==> config.mk <==
export PLATFORM = sky130hd
export DESIGN_NAME = audio_mux_mc
export DESIGN_NICKNAME = d
export VERILOG_FILES = /design/src/rtl/audio_mux_mc.sv
export SDC_FILE = /design/constraint.sdc
export NUM_CORES = 1
export LEC_CHECK = 0
export ABC_AREA = 1
export BUFFER_PORTS_ARGS = -buffer_cell sky130_fd_sc_hd__buf_2
export CELL_PAD_IN_SITES_DETAIL_PLACEMENT = 0
export CELL_PAD_IN_SITES_GLOBAL_PLACEMENT = 1
export CORE_UTILIZATION = 27
export CTS_CLUSTER_DIAMETER = 30
export DETAILED_ROUTE_END_ITERATION = 6
export HOLD_SLACK_MARGIN = 0.12
export PLACE_DENSITY_LB_ADDON = 0.3
export SYNTH_ARGS = -nofsm -noshare
export SYNTH_HDL_FRONTEND = slang
export SYNTH_SLANG_ARGS = --single-unit
==> constraint.sdc <==
create_clock -name clk -period 1.6 [get_ports clk]
set_input_delay 0.32 -clock clk [delete_from_list [all_inputs] [get_ports clk]]
set_output_delay 0.32 -clock clk [all_outputs]
set_load 0.05 [all_outputs]
==> src/rtl/audio_mux_mc.sv <==
// audio_mux_mc: multi-channel HPS sample mux with voice-engine trigger generation.
// Channels are read over a word register port; the trigger follows synchronised lrck
// in I2S mode (buffersize==0) or issues counted run_trig pulses to prefill a buffer.
// Optional build macro: AUDIO_MUX_OVERRUN_DET_EN adds a sticky overrun flag (status[24]).
module audio_mux_mc #(
  parameter int unsigned NUM_CH        = 2,
  parameter int unsigned AUD_BIT_DEPTH = 24,
  parameter int unsigned FIFO_WIDTH    = 6
) (
  input  logic                            clk,
  input  logic                            reset,
  input  logic [3:0]                      address,
  input  logic                            read,
  input  logic                            write,
  input  logic [31:0]                     datain,
  input  logic [NUM_CH*AUD_BIT_DEPTH-1:0] sound_in,
  input  logic                            xxxx_top,
  input  logic                            lrck,
  input  logic                            run,
  output logic [31:0]                     dataout,
  output logic [NUM_CH-1:0]               ch_read,
  output logic                            trig,
  output logic                            i2s_enable,
  output logic                            sample_ready,
  output logic [1:0]                      sr_code
);

  localparam int unsigned CW = FIFO_WIDTH + 1;

  typedef enum logic [1:0] {
    StIdle = 2'd0,
    StFill = 2'd1,
    StDone = 2'd2
  } state_e;

  state_e          state_q;
  logic [CW-1:0]   counter_q;
  logic [CW-1:0]   bsize_q;
  logic [31:0]     samplerate_q;
  logic            ctrl_q;
  logic            jack_prev_q;
  logic            run_trig_q;
  logic [1:0]      sr_code_q;
  logic [31:0]     dataout_q;
  (* ASYNC_REG = "TRUE" *) logic lrck_meta_q;
  (* ASYNC_REG = "TRUE" *) logic lrck_sync_q;

  logic            wr_ctrl, wr_bsize, wr_sr, wr_status;
  logic            jack_cycle_end;
  logic            fill_fire;
  logic            overrun;
  logic [31:0]     status;
  logic [31:0]     rd_data;

  assign wr_ctrl   = write && (address == 4'd8);
  assign wr_bsize  = write && (address == 4'd9);
  assign wr_sr     = write && (address == 4'd10);
  assign wr_status = write && (address == 4'd11);

  // End of a jack read cycle is the 1->0 edge of the registered jack_read_act bit.
  assign jack_cycle_end = jack_prev_q && !ctrl_q;
  assign fill_fire      = xxxx_top && !run && (counter_q < bsize_q);

  function automatic logic [1:0] sr_decode(input logic [31:0] rate);
    case (rate)
      32'd44100: sr_decode = 2'd1;
      32'd48000: sr_decode = 2'd2;
      32'd96000: sr_decode = 2'd3;
      default:   sr_decode = 2'd0;
    endcase
  endfunction

  // Control registers; sr_code decodes the written value so it lands one clock after the write.
  always_ff @(posedge clk) begin
    if (reset) begin
      ctrl_q       <= 1'b0;
      jack_prev_q  <= 1'b0;
      bsize_q      <= '0;
      samplerate_q <= '0;
      sr_code_q    <= 2'd0;
    end else begin
      jack_prev_q <= ctrl_q;
      if (wr_ctrl) ctrl_q <= datain[0];
      if (wr_bsize) bsize_q <= datain[CW-1:0];
      if (wr_sr) begin
        samplerate_q <= datain;
        sr_code_q    <= sr_decode(datain);
      end
    end
  end

  // Two-flop synchroniser for the asynchronous word clock.
  always_ff @(posedge clk) begin
    if (reset) begin
      lrck_meta_q <= 1'b0;
      lrck_sync_q <= 1'b0;
    end else begin
      lrck_meta_q <= lrck;
      lrck_sync_q <= lrck_meta_q;
    end
  end

  // Fill FSM with registered run_trig; a restart in FILL clears the counter but keeps the pulse.
  always_ff @(posedge clk) begin
    if (reset) begin
      state_q    <= StIdle;
      counter_q  <= '0;
      run_trig_q <= 1'b0;
    end else begin
      run_trig_q <= 1'b0;
      if (wr_bsize && (datain[CW-1:0] == '0)) begin
        state_q <= StIdle;
      end else begin
        unique case (state_q)
          StIdle: begin
            if ((bsize_q != '0) && jack_cycle_end) begin
              state_q   <= StFill;
              counter_q <= '0;
            end
          end
          StFill: begin
            if (fill_fire) run_trig_q <= 1'b1;
            if (jack_cycle_end) begin
              counter_q <= '0;
            end else if (counter_q >= bsize_q) begin
              // Also covers buffersize shrunk below the current count.
              state_q <= StDone;
            end else if (fill_fire) begin
              counter_q <= counter_q + CW'(1);
            end
          end
          StDone: begin
            if (jack_cycle_end) begin
              state_q   <= StFill;
              counter_q <= '0;
            end
          end
          default: state_q <= StIdle;
        endcase
      end
    end
  end

`ifdef AUDIO_MUX_OVERRUN_DET_EN
  logic overrun_q;

  // Sticky overrun: a jack cycle ended before the prefill completed; set beats clear.
  always_ff @(posedge clk) begin
    if (reset) begin
      overrun_q <= 1'b0;
    end else if (jack_cycle_end && (state_q == StFill)) begin
      overrun_q <= 1'b1;
    end else if (wr_status) begin
      overrun_q <= 1'b0;
    end
  end

  assign overrun = overrun_q;
`else
  assign overrun = 1'b0;
`endif

  // Status word assembly.
  always_comb begin
    status         = '0;
    status[CW-1:0] = counter_q;
    status[17:16]  = state_q;
    status[24]     = overrun;
  end

  // Read mux: channels left-justified, unmapped addresses read as zero.
  always_comb begin
    rd_data = '0;
    case (address)
      4'd8:    rd_data = {31'd0, ctrl_q};
      4'd9:    rd_data = 32'(bsize_q);
      4'd10:   rd_data = samplerate_q;
      4'd11:   rd_data = status;
      default: begin
        for (int n = 0; n < NUM_CH; n++) begin
          if (address == 4'(n)) begin
            rd_data = 32'(sound_in[n*AUD_BIT_DEPTH +: AUD_BIT_DEPTH]) << (32 - AUD_BIT_DEPTH);
          end
        end
      end
    endcase
  end

  // Per-channel read strobes, decoded straight from the bus.
  always_comb begin
    ch_read = '0;
    for (int n = 0; n < NUM_CH; n++) begin
      ch_read[n] = read && (address == 4'(n));
    end
  end

  // Registered read data, updated only on a read strobe.
  always_ff @(posedge clk) begin
    if (reset) begin
      dataout_q <= '0;
    end else if (read) begin
      dataout_q <= rd_data;
    end
  end

  assign dataout      = dataout_q;
  assign i2s_enable   = (bsize_q == '0);
  assign trig         = i2s_enable ? lrck_sync_q : run_trig_q;
  assign sample_ready = 1'b1;
  assign sr_code      = sr_code_q;

endmodule
==> impl_metrics.py <==
metrics = {
    "clock_network": {
        "clk_latency_ns": 0.35,
        "root_buffer": "clkbuf_16",
        "cts_max_level": 3,
        "numCtsBuffers": 9,
        "ctsHoldBuffers": 0,
        "cts_buffer_depth": 2,
        "clkTransAtPathRegs_ns": 0.06,
        "cts_tree": "yes",
        "cts.sinks": 87,
    },
    "power_and_ir_drop": {
        "vdd.ir_drop.worst_mv": 0.639,
        "p_per_area_nw_per_um2": 853,
        "finalPower_mw": 5.15,
        "leakage_nw": 2.55,
        "power_frac_clock_pct": 41.1,
        "p_sw_share_pct": 27.0,
        "p_comb_share_pct": 15.1,
        "p_sw_mw": 1.39,
        "p_int_mw": 3.76,
        "p_seq_share_pct": 43.8,
    },
    "finish": {
        "utilization_pct": 39.4,
        "stdcell_count": 964,
        "fin_nets": 848,
        "antennaDiodeCount": 0,
        "drive_gt1_share_pct": 34.4,
        "areaGrowthSynthToFinish_pct": 41.5,
    },
    "route": {
        "drt_pre_antenna_iters": 5,
        "wl_per_cell_um": 15.2,
        "vias": 4690,
        "remaining_drc_errors": 0,
        "ant_nets": 0,
        "routed_wl_um": 14600,
        "via_per_inst": 4.87,
        "drt_iter0_markers": 276,
    },
    "floorplanning": {
        "dieArea_um2": 16300,
        "core.rowCount": 45,
        "initial_core_util_pct": 27.9,
        "die_y_um": 128,
        "coreArea_um2": 15300,
        "dieWidth_um": 128,
        "io_pins": 130,
    },
    "placed_design": {
        "routabilityCongestion": 0.848,
        "port_buffers": 128,
        "placed_cells": 938,
        "hpwl_um": 10800,
    },
    "synth": {
        "synthDistinctLibCells": 37,
        "synth_area_um2": 4270,
        "synthCells": 595,
        "ys.warnings.count": 0,
        "syn-num-nets": 694,
        "synth_area_per_cell_um2": 7.17,
        "ys_ff_latch": 87,
        "yosysSeqAreaShare_pct": 40.8,
    },
    "global_routing": {
        "antenna_found_initial": 1,
        "grt_max_degree": 66,
        "grt_usage_pct": 18.6,
        "grt-ovfl-total": 0,
        "grt_pass1_vias": 4560,
        "grt_pass1_wl_um": 23400,
    },
    "worst_setup_path": {
        "cp.required_ns": 1.28,
        "r2r-end": "counter_q[2]",
        "crit_type": "reg2out",
        "worstPathMaxFanout": 4,
        "rr_worst_depth": 11,
        "r2r-start": "bsize_q[4]",
        "crit_path_end_kind": "primary output",
        "critical_path_arrival_ns": 1.39,
        "startpoint_type": "register",
        "rrSetupSlack_ns": -0.07,
    },
    "min_path": {
        "holdPathEnd": "lrck_meta_q",
        "hold_start": "lrck",
        "hold_path_class": "in2reg",
        "worstHoldPathCells": 3,
    },
    "timing": {
        "fin_ws_ns": -0.109,
        "holdWs_ns": 0.183,
        "skew_ns": 0.00856,
        "hold_viol_final": 0,
        "post-route-period-util_pct": 107,
        "fmax_mhz": 585,
        "rsz0062_at_grt": "true",
        "period_minus_slack_ns": 1.71,
        "final_max_slew_viol_count": 0,
        "fin_setup_tns_ns": -0.620,
        "setup_viol": 9,
    },
    "flow_run": {
        "cap_violations": 0,
    },
    "outcome": {
        "failed_checks": "negative setup slack",
        "status": "finished, violations left",
    },
}
power by group through the flow:
stage               sequential (mW)  clock (mW)  combinational, mW
floorplan                      2.42           0              0.282
global placement               2.30           0              0.700
detailed placement             2.30           0              0.705
CTS                            2.26        2.17              0.744
global route                   2.26        2.29              0.842
finish                         2.26        2.12              0.777
area by class of cell:
| type | instances | area, um^2 |
|---|---|---|
| flip-flops and latches | 87 | 1750 |
| multi-input cells | 426 | 2410 |
| fillers | 1614 | 9280 |
| inverters | 45 | 173 |
| well taps | 211 | 264 |
| clock inverters | 3 | 43.8 |
| repair buffers | 180 | 1150 |
| clock buffers | 12 | 246 |
per-layer routing:
layer  vias to the layer above  share of wire [%]  GRT usage [%]
met5                         -                  0              0
met1                      2183                 43           21.7
met2                       149                 48           31.4
met4                         0                2.2           7.54
met3                        22                6.0           5.88
li1                       2336                  -              -
cell families after synthesis:
| logic type | count (synthesis) | share of synthesized area [%] |
|---|---|---|
| other | 1 | 0.0878 |
| buffers and inverters | 82 | 7.97 |
| flip-flops | 87 | 40.8 |
| adder cells (fa/ha/maj) | 8 | 2.34 |
| AO/OA/AOI/OAI | 144 | 19.9 |
| XOR/XNOR | 1 | 0.205 |
| AND/OR/NAND/NOR | 272 | 28.7 |
state kept, by name, indices dropped and copies added (netlist names):
register,cells
counter_q,7
samplerate_q,32
sr_code,2
dataout,32
state_q,2
ctrl_q,1
bsize_q,7
run_trig_q,1
lrck_meta_q,1
jack_prev_q,1
lrck_sync_q,1
critical path, stage by stage (launching register included):
cell	delay [ns]
dfxtp_1	0.31
inv_2	0.09
nand2_1	0.10
nor2_4	0.13
nand2_2	0.09
clkinvlp_4	0.08
nand2_2	0.04
nand2_2	0.07
buf_8	0.14
what timing repair did:
item	4_1_cts	5_1_grt
endpoints found under the hold margin	0	0
gates resized for setup	47	23
buffers inserted	7	3
endpoints found under the setup margin	9	11
pin swaps	7	19
gates cloned	1	0
metrics by stage:
stage          instance area [um^2]  setup WS, ns
2_1_floorplan                  4290        0.0166
3_3_place_gp                   5400       0.00441
3_5_place_dp                   5400       -0.0447
4_1_cts                        5920        -0.120
5_1_grt                        6040        -0.193
6_report                       6040        -0.109
placed cells by master, fill, tap and decap left out, types with 3 or more instances in the layout:
| cell | n |
|---|---|
| nand2_1 | 86 |
| nor2_4 | 10 |
| inv_1 | 33 |
| buf_6 | 5 |
| buf_4 | 41 |
| inv_2 | 9 |
| nand2_4 | 4 |
| nor3_1 | 4 |
| nand4_1 | 7 |
| nand2_2 | 8 |
| nor2_1 | 73 |
| o21ai_0 | 71 |
| nand3_2 | 8 |
| dfxtp_2 | 5 |
| buf_12 | 5 |
| nand3_1 | 62 |
| dfxtp_1 | 82 |
| a21oi_2 | 8 |
| o221ai_1 | 5 |
| buf_2 | 126 |
| ha_4 | 4 |
| a21oi_4 | 3 |
| clkbuf_16 | 10 |
| a21oi_1 | 29 |
| a41oi_1 | 22 |
| ha_1 | 4 |
cells in the mapped netlist (all sizes together):
library cell	number	area, um^2
nand3b	2	15.0
ha	8	100
nor4	1	6.26
conb	1	3.75
a21o	1	7.51
o21a	2	15.0
nor3b	1	7.51
clkinv	2	7.51
nor2	85	352
dfxtp	87	1740
a21boi	1	7.51
clkbuf	26	97.6
o221ai	5	43.8
nor3	4	20.0
nand3	72	400
buf	11	73.8
and2	1	6.26
a21oi	40	215
a31oi	1	6.26
nand4	7	43.8
nand2	98	368
inv	43	161
o22ai	1	6.26
a41oi	22	193
xor2	1	8.76
and3	1	6.26
o21ai	71	355
worst max-delay path by stage:
| stage | start | to | slack, ns | depth (start not counted) |
|---|---|---|---|---|
| floorplan | bsize_q[6] | counter_q[5] | 0.02 | 11 |
| global placement | bsize_q[6] | counter_q[4] | 0.004 | 10 |
| detailed placement | bsize_q[6] | counter_q[4] | -0.04 | 10 |
| CTS | bsize_q[4] | trig | -0.12 | 9 |
| global route | bsize_q[5] | trig | -0.19 | 9 |
| finish | bsize_q[1] | trig | -0.11 | 8 |
No activity file was read; power rests on OpenSTA's default activity.
